**src/rtl/wb_reg_file_pkg.sv**
```systemverilog
// -----------------------------------------------------------------------------
// wb_reg_file_pkg
// Shared CPU package for the register file and write-back path.
// Holds the default datapath/address widths and the hard-wired zero register
// address, plus a small helper used to test for that address.
// -----------------------------------------------------------------------------
package wb_reg_file_pkg;

    // Default widths for the integer register file.
    localparam int unsigned DATA_W_DEF = 32;
    localparam int unsigned ADDR_W_DEF = 5;

    // Register address that is hard-wired to zero.
    localparam int unsigned REG_ZERO = 0;

    // Width of the committed-write counter.
    localparam int unsigned WB_COUNT_W = 32;

    // True when the address refers to the hard-wired zero register.
    function automatic logic is_reg_zero(input logic [31:0] addr);
        return (addr == 32'(REG_ZERO));
    endfunction

endpackage : wb_reg_file_pkg

```
**src/rtl/wb_reg_file_mux.sv**
```systemverilog
// -----------------------------------------------------------------------------
// wb_mux
// 2:1 write-back source select, shared by the register file and the
// forwarding path so both see the same write-back value.
//
// Ports:
//   sel_i    1       source select: 1 = mem_i, 0 = alu_i
//   alu_i    DATA_W  ALU result
//   mem_i    DATA_W  memory load data
//   data_o   DATA_W  selected write-back value
// -----------------------------------------------------------------------------
module wb_mux #(
    parameter int unsigned DATA_W = 32
) (
    input  logic              sel_i,
    input  logic [DATA_W-1:0] alu_i,
    input  logic [DATA_W-1:0] mem_i,
    output logic [DATA_W-1:0] data_o
);

    always_comb begin
        data_o = sel_i ? mem_i : alu_i;
    end

endmodule : wb_mux

```
**src/rtl/wb_reg_file.sv**
```systemverilog
// -----------------------------------------------------------------------------
// wb_reg_file
// Integer register file with write-back stage, write-through bypass and a
// committed-write counter.
//
// Ports:
//   clk_i       1       clock, all state updates on the rising edge
//   rst_i       1       asynchronous active-high reset
//   RegWrite_i  1       write-back enable from MEM/WB
//   MemtoReg_i  1       write-back source: 1 = Memout_i, 0 = ALUout_i
//   ALUout_i    DATA_W  ALU result from MEM/WB
//   Memout_i    DATA_W  memory load data from MEM/WB
//   rd_addr_i   ADDR_W  destination register address
//   rs1_addr_i  ADDR_W  decode-stage source address 1
//   rs2_addr_i  ADDR_W  decode-stage source address 2
//   rs1_data_o  DATA_W  source operand 1 (combinational, bypassed)
//   rs2_data_o  DATA_W  source operand 2 (combinational, bypassed)
//   wb_data_o   DATA_W  selected write-back value, for the forwarding unit
//   wb_count_o  32      number of committed register writes (wraps)
// -----------------------------------------------------------------------------
module wb_reg_file
    import wb_reg_file_pkg::*;
#(
    parameter int unsigned DATA_W = DATA_W_DEF,
    parameter int unsigned ADDR_W = ADDR_W_DEF
) (
    input  logic                  clk_i,
    input  logic                  rst_i,
    input  logic                  RegWrite_i,
    input  logic                  MemtoReg_i,
    input  logic [DATA_W-1:0]     ALUout_i,
    input  logic [DATA_W-1:0]     Memout_i,
    input  logic [ADDR_W-1:0]     rd_addr_i,
    input  logic [ADDR_W-1:0]     rs1_addr_i,
    input  logic [ADDR_W-1:0]     rs2_addr_i,
    output logic [DATA_W-1:0]     rs1_data_o,
    output logic [DATA_W-1:0]     rs2_data_o,
    output logic [DATA_W-1:0]     wb_data_o,
    output logic [WB_COUNT_W-1:0] wb_count_o
);

    localparam int unsigned NUM_REGS = 2 ** ADDR_W;

    logic [DATA_W-1:0]     regs_q [NUM_REGS];
    logic [DATA_W-1:0]     regs_d [NUM_REGS];
    logic [WB_COUNT_W-1:0] wb_count_q;
    logic [WB_COUNT_W-1:0] wb_count_d;

    logic [DATA_W-1:0]     wb_data;
    logic                  rd_is_zero;
    logic                  commit;

    // -------------------------------------------------------------------------
    // Write-back source select
    // -------------------------------------------------------------------------
    wb_mux #(
        .DATA_W (DATA_W)
    ) u_wb_mux (
        .sel_i  (MemtoReg_i),
        .alu_i  (ALUout_i),
        .mem_i  (Memout_i),
        .data_o (wb_data)
    );

    assign wb_data_o = wb_data;

    // -------------------------------------------------------------------------
    // Commit qualification
    // -------------------------------------------------------------------------
    always_comb begin
        rd_is_zero = is_reg_zero(32'(rd_addr_i));
        // rst_i gates commit so bypass is suppressed during reset as well.
        commit     = RegWrite_i && !rd_is_zero && !rst_i;
    end

    // -------------------------------------------------------------------------
    // Next-state for the array and the counter
    // -------------------------------------------------------------------------
    always_comb begin
        for (int i = 0; i < NUM_REGS; i++) begin
            regs_d[i] = regs_q[i];
        end
        if (commit) begin
            regs_d[rd_addr_i] = wb_data;
        end
        // x0 is never stored, whatever the write port does.
        regs_d[REG_ZERO] = '0;
    end

    always_comb begin
        wb_count_d = wb_count_q;
        if (commit) begin
            wb_count_d = wb_count_q + WB_COUNT_W'(1);
        end
    end

    // -------------------------------------------------------------------------
    // State
    // -------------------------------------------------------------------------
    // An edge that coincides with rst_i still high takes the reset branch, so
    // a write presented on the deasserting edge never commits.
    always_ff @(posedge clk_i or posedge rst_i) begin
        if (rst_i) begin
            for (int i = 0; i < NUM_REGS; i++) begin
                regs_q[i] <= '0;
            end
            wb_count_q <= '0;
        end else begin
            for (int i = 0; i < NUM_REGS; i++) begin
                regs_q[i] <= regs_d[i];
            end
            wb_count_q <= wb_count_d;
        end
    end

    assign wb_count_o = wb_count_q;

    // -------------------------------------------------------------------------
    // Read ports with write-through bypass
    // -------------------------------------------------------------------------
    always_comb begin
        if (rst_i || is_reg_zero(32'(rs1_addr_i))) begin
            rs1_data_o = '0;
        end else if (commit && (rs1_addr_i == rd_addr_i)) begin
            rs1_data_o = wb_data;
        end else begin
            rs1_data_o = regs_q[rs1_addr_i];
        end
    end

    always_comb begin
        if (rst_i || is_reg_zero(32'(rs2_addr_i))) begin
            rs2_data_o = '0;
        end else if (commit && (rs2_addr_i == rd_addr_i)) begin
            rs2_data_o = wb_data;
        end else begin
            rs2_data_o = regs_q[rs2_addr_i];
        end
    end

endmodule : wb_reg_file

```
**config.mk**
```make
export PLATFORM = sky130hd
export DESIGN_NAME = wb_reg_file
export DESIGN_NICKNAME = d
export VERILOG_FILES = /design/src/rtl/wb_reg_file_pkg.sv /design/src/rtl/wb_reg_file_mux.sv /design/src/rtl/wb_reg_file.sv
export SDC_FILE = /design/constraint.sdc
export NUM_CORES = 2
export LEC_CHECK = 0
export ABC_CLOCK_PERIOD_IN_PS = 116300
export BUFFER_PORTS_ARGS = -buffer_cell sky130_fd_sc_hd__buf_4
export CAP_MARGIN = 10
export CORE_MARGIN = 2
export CORE_UTILIZATION = 60
export DETAILED_ROUTE_END_ITERATION = 16
export GPL_ROUTABILITY_DRIVEN = 0
export MAX_ROUTING_LAYER = met4
export PLACE_DENSITY = 0.75
export SLEW_MARGIN = 25
export SYNTH_ARGS = -nofsm -noshare
export SYNTH_HDL_FRONTEND = slang
export SYNTH_SLANG_ARGS = --single-unit
```
**constraint.sdc**
```tcl
create_clock -name clk_i -period 116.3 [get_ports clk_i]
set_input_delay 23.26 -clock clk_i [delete_from_list [all_inputs] [get_ports clk_i]]
set_output_delay 23.26 -clock clk_i [all_outputs]
set_load 0.1 [all_outputs]
```
==> out/qor_table.md <==
| Result | Value | Unit |
|:---|:---|:---|
| Switching share of power | 30.7 | % |
| Iteration-0 DRC Markers | 5,820 | - |
| Number of flip-flops and latches in the synthesized netlist | 1,024 | - |
| Combinational cell fraction of total power | 21.4 | % |
| TritonCTS clock tree | done | - |
| Number of enable flip-flop cells after synthesis | 0 | - |
| Fraction of layout instances using a drive strength above 1 | 21.8 | % |
| Master cell of the clock root buffer | sky130_fd_sc_hd__clkbuf_16 | - |
| Highest net fanout along the worst path | 66 | - |
| Via count | 42,900 | - |
| First-pass GRT wire length | 264 | mm |
| Area share of fa/ha/maj cells after synthesis | 0.0234 | % |
| Fraction of registers with async set or reset after synthesis | 100 | % |
| Area fraction in compound gates after synthesis | 15.5 | % |
| Gate count of the mapped netlist | 4,966 | - |
| Total Wirelength | 177 | mm |
| Post-Synthesis Cell Area | 53,400 | um^2 |
| Total grt overflow | 0 | - |
| Summed negative setup slack over all endpoints | 0 | ns |
| Number of global-route vias before repair | 42,600 | - |
| Launching element type of the critical path | primary input | - |
| Part of the cycle the worst path needs | 43.9 | % |
| Status | complete, no violations | - |
| CTS max path bufs | 3 | - |
| Core Util, Final | 67.4 | % |
| Buffers inserted during post-CTS setup optimization | 0 | - |
| Leading cell type in the layout, fill and taps excluded | sky130_fd_sc_hd__dfrtp_1 | - |
| Class of the tightest hold or removal check | register to register | - |
| Post-layout instance count excluding filler cells | 6,148 | - |
| Remaining DRCs | 0 | - |
| Clock slew at reported path FFs | 0.06 | ns |
| Die Outline Area | 91,400 | um^2 |
| # hold bufs at CTS | 0 | - |
| Y dimension of the die | 302 | um |
| Initial Util | 60.5 | % |
| Req. time, crit path | 93.04 | ns |
| Average cell area after synthesis | 10.8 | um^2 |
| Synth Net Count | 5,050 | - |
| Total placed cells including tap cells | 5,945 | - |
| Dpl hpwl | 98.2 | mm |
| Worst Clk Skew | 0.00598 | ns |
| YS warnings | 0 | - |
| CP Data Arrival Time | 27.83 | ns |
| Number of H-tree branching levels | 3 | - |
| Clock period minus final worst setup slack | 51.09 | ns |
| Most used flip-flop cell after synthesis | sky130_fd_sc_hd__dfrtp_1 | - |
| Maximum vdd drop | 17.5 | uV |
| Number of antenna cells inserted | 0 | - |
| Clock power share | 34.6 | % |
| Internal power | 0.730 | mW |
| Clock sinks | 1,024 | - |
| Total iterations of the first detailed-routing run | 7 | - |
| Finish-stage setup viols | 0 | - |
| Post-synthesis share of cell area spent on xor and xnor gates | 0.673 | % |
| # rows | 109 | - |
| Portion of netlist area occupied by mux cells | 21.9 | % |
| Total I/O pin count | 211 | - |
| WL per Instance | 28.8 | um |
| Post-Synth Simple-Gate Area | 9.16 | % |
| Cells taking the most area after synthesis | sky130_fd_sc_hd__dfrtp_1 (48%), sky130_fd_sc_hd__mux4_2 (17%), sky130_fd_sc_hd__a21oi_1 (5.1%) | - |
| Worst slew pin tran | 1.14 | ns |
| Total CTS buffers | 109 | - |
| Most used cells in the layout excluding fill and tap cells | sky130_fd_sc_hd__dfrtp_1 (1,024), sky130_fd_sc_hd__nand2_1 (607), sky130_fd_sc_hd__a21oi_1 (544) | - |
| Total power consumption of the routed design | 1.05 | mW |
| Relative slew slack | 23.8 | % |
| Leading area contributor after synthesis | sky130_fd_sc_hd__dfrtp_1 | - |
| Post-cts gate resize count | 0 | - |
| Combinational family with the most area after synthesis | multiplexers | - |
| Tightest hold margin | 0.476 | ns |
| Later-pin clock latency in the skew report | 0.69 | ns |
| Largest net degree at the start of global routing | 195 | - |
| Max_cap viols | 0 | - |
| Switching component of the power | 0.323 | mW |
| Final-report hold violation count | 0 | - |
| Cell Pwr Density | 17.7 | nW/um^2 |
| Nets | 4,980 | - |
| Core footprint | 88,200 | um^2 |
| Number of slew-limit violations in the final report | 0 | - |
| Sequential fraction of the synthesis area | 48.0 | % |
| Vias per cell | 6.98 | - |
| Cell variety after synth | 60 | - |
| Type of the setup path with the least slack | primary input to primary output | - |
| Antenna violations before repair | 1 | - |
| Growth of design area from synthesis to finish | 11.4 | % |
| Leakage power | 25.8 | nW |
| Max Clock Freq | 19.6 | MHz |
| Unrepaired setup endpoints after global routing | no | - |
| Count of buffers from port buffering | 210 | - |
| Global-route total usage across every layer | 40.5 | % |
| Endpoint kind of the worst setup timing path | primary output | - |
| Share of total power in sequential cells | 44.0 | % |
| Die W | 302 | um |
| Synth top area share | 48.0 | % |
| Count of nets left with antenna violations after detail routing | 0 | - |
[worst max-delay path: stages]
cell                       delay (ns)
sky130_fd_sc_hd__buf_8           0.45
sky130_fd_sc_hd__buf_4           0.84
sky130_fd_sc_hd__buf_4           0.96
sky130_fd_sc_hd__mux2_2          0.32
sky130_fd_sc_hd__a22oi_1         0.06
sky130_fd_sc_hd__o21ai_0         0.20
sky130_fd_sc_hd__o221ai_1        0.17
sky130_fd_sc_hd__o32ai_1         0.95
sky130_fd_sc_hd__buf_4           0.44
[through the flow]
stage | setup WS [ns] | instance area (um^2)
6_report | 65.21 | 59500
5_1_grt | 65.32 | 59500
4_1_cts | 65.47 | 59300
3_5_place_dp | 65.48 | 55600
3_3_place_gp | 65.50 | 55500
2_1_floorplan | 43.74 | 53400
[kinds of logic (layout without fill, tap and decap cells)]
kind of cell	count (synthesis)	count (layout)
AO/OA/AOI/OAI	1441	1441
AND/OR/NAND/NOR	1238	1238
flip-flops	1024	1024
multiplexers	656	656
buffers and inverters	565	582
XOR/XNOR	41	41
adder cells (fa/ha/maj)	1	1
[registers in the layout, indices dropped and copies added (netlist names)]
signal,count
regs_q,992
wb_count_o,32
[cell usage after synthesis, types with 24 or more instances]
cell type,count
sky130_fd_sc_hd__dfrtp_1,1024
sky130_fd_sc_hd__nand2_1,619
sky130_fd_sc_hd__a21oi_1,544
sky130_fd_sc_hd__nor2_1,541
sky130_fd_sc_hd__o21ai_0,532
sky130_fd_sc_hd__mux4_2,402
sky130_fd_sc_hd__clkbuf_1,355
sky130_fd_sc_hd__mux2i_1,161
sky130_fd_sc_hd__a22oi_1,123
sky130_fd_sc_hd__mux2_2,93
sky130_fd_sc_hd__buf_2,85
sky130_fd_sc_hd__inv_1,54
sky130_fd_sc_hd__buf_4,51
sky130_fd_sc_hd__a221oi_1,50
sky130_fd_sc_hd__o22ai_1,32
sky130_fd_sc_hd__a22o_1,31
sky130_fd_sc_hd__o221ai_1,30
sky130_fd_sc_hd__o32ai_1,30
sky130_fd_sc_hd__xnor2_1,24
[metal layers]
layer / track usage (%) / wire length, um / part of all wire (%) / up-vias
li1: - / - / - / 17900
met1: 50.2 / 62100 / 35 / 21200
met2: 61.3 / 81700 / 46 / 2991
met3: 9.04 / 21200 / 12 / 814
met4: 24.6 / 12300 / 6.9 / 0
met5: - / 0 / 0 / -
[final cells by class]
| type | count | area (um^2) |
|---|---|---|
| Fill cell | 6513 | 28800 |
| Multi-Input combinational cell | 3377 | 25700 |
| Sequential cell | 1024 | 25600 |
| Clock buffer | 165 | 3250 |
| Timing Repair Buffer | 330 | 2710 |
| Tap cell | 1165 | 1460 |
| Clock inverter | 33 | 479 |
| Inverter | 54 | 215 |
[power groups by stage]
stage / Clock (mW) / Combinational [mW] / Sequential (mW)
5_1_grt: 0.380 / 0.243 / 0.470
4_1_cts: 0.365 / 0.223 / 0.461
3_3_place_gp: 0 / 0.215 / 0.462
3_5_place_dp: 0 / 0.222 / 0.467
6_report: 0.365 / 0.225 / 0.464
2_1_floorplan: 0 / 0.169 / 0.460
[worst paths after layout]
check | cells after the start | to | from | slack, ns
worst max register to register | 5 | wb_count_o[31] | wb_count_o[3] | 114.16
worst max-delay path | 9 | rs2_data_o[15] | rs2_addr_i[1] | 65.21
max in group asynchronous | 6 | regs_q[207] | rst_i | 90.67
worst min-delay path | 1 | wb_count_o[31] | wb_count_o[31] | 0.48
worst min register to register | 1 | wb_count_o[31] | wb_count_o[31] | 0.48
min in group asynchronous | 2 | regs_q[958] | rst_i | 22.72
No activity file was read; power rests on OpenSTA's default activity.
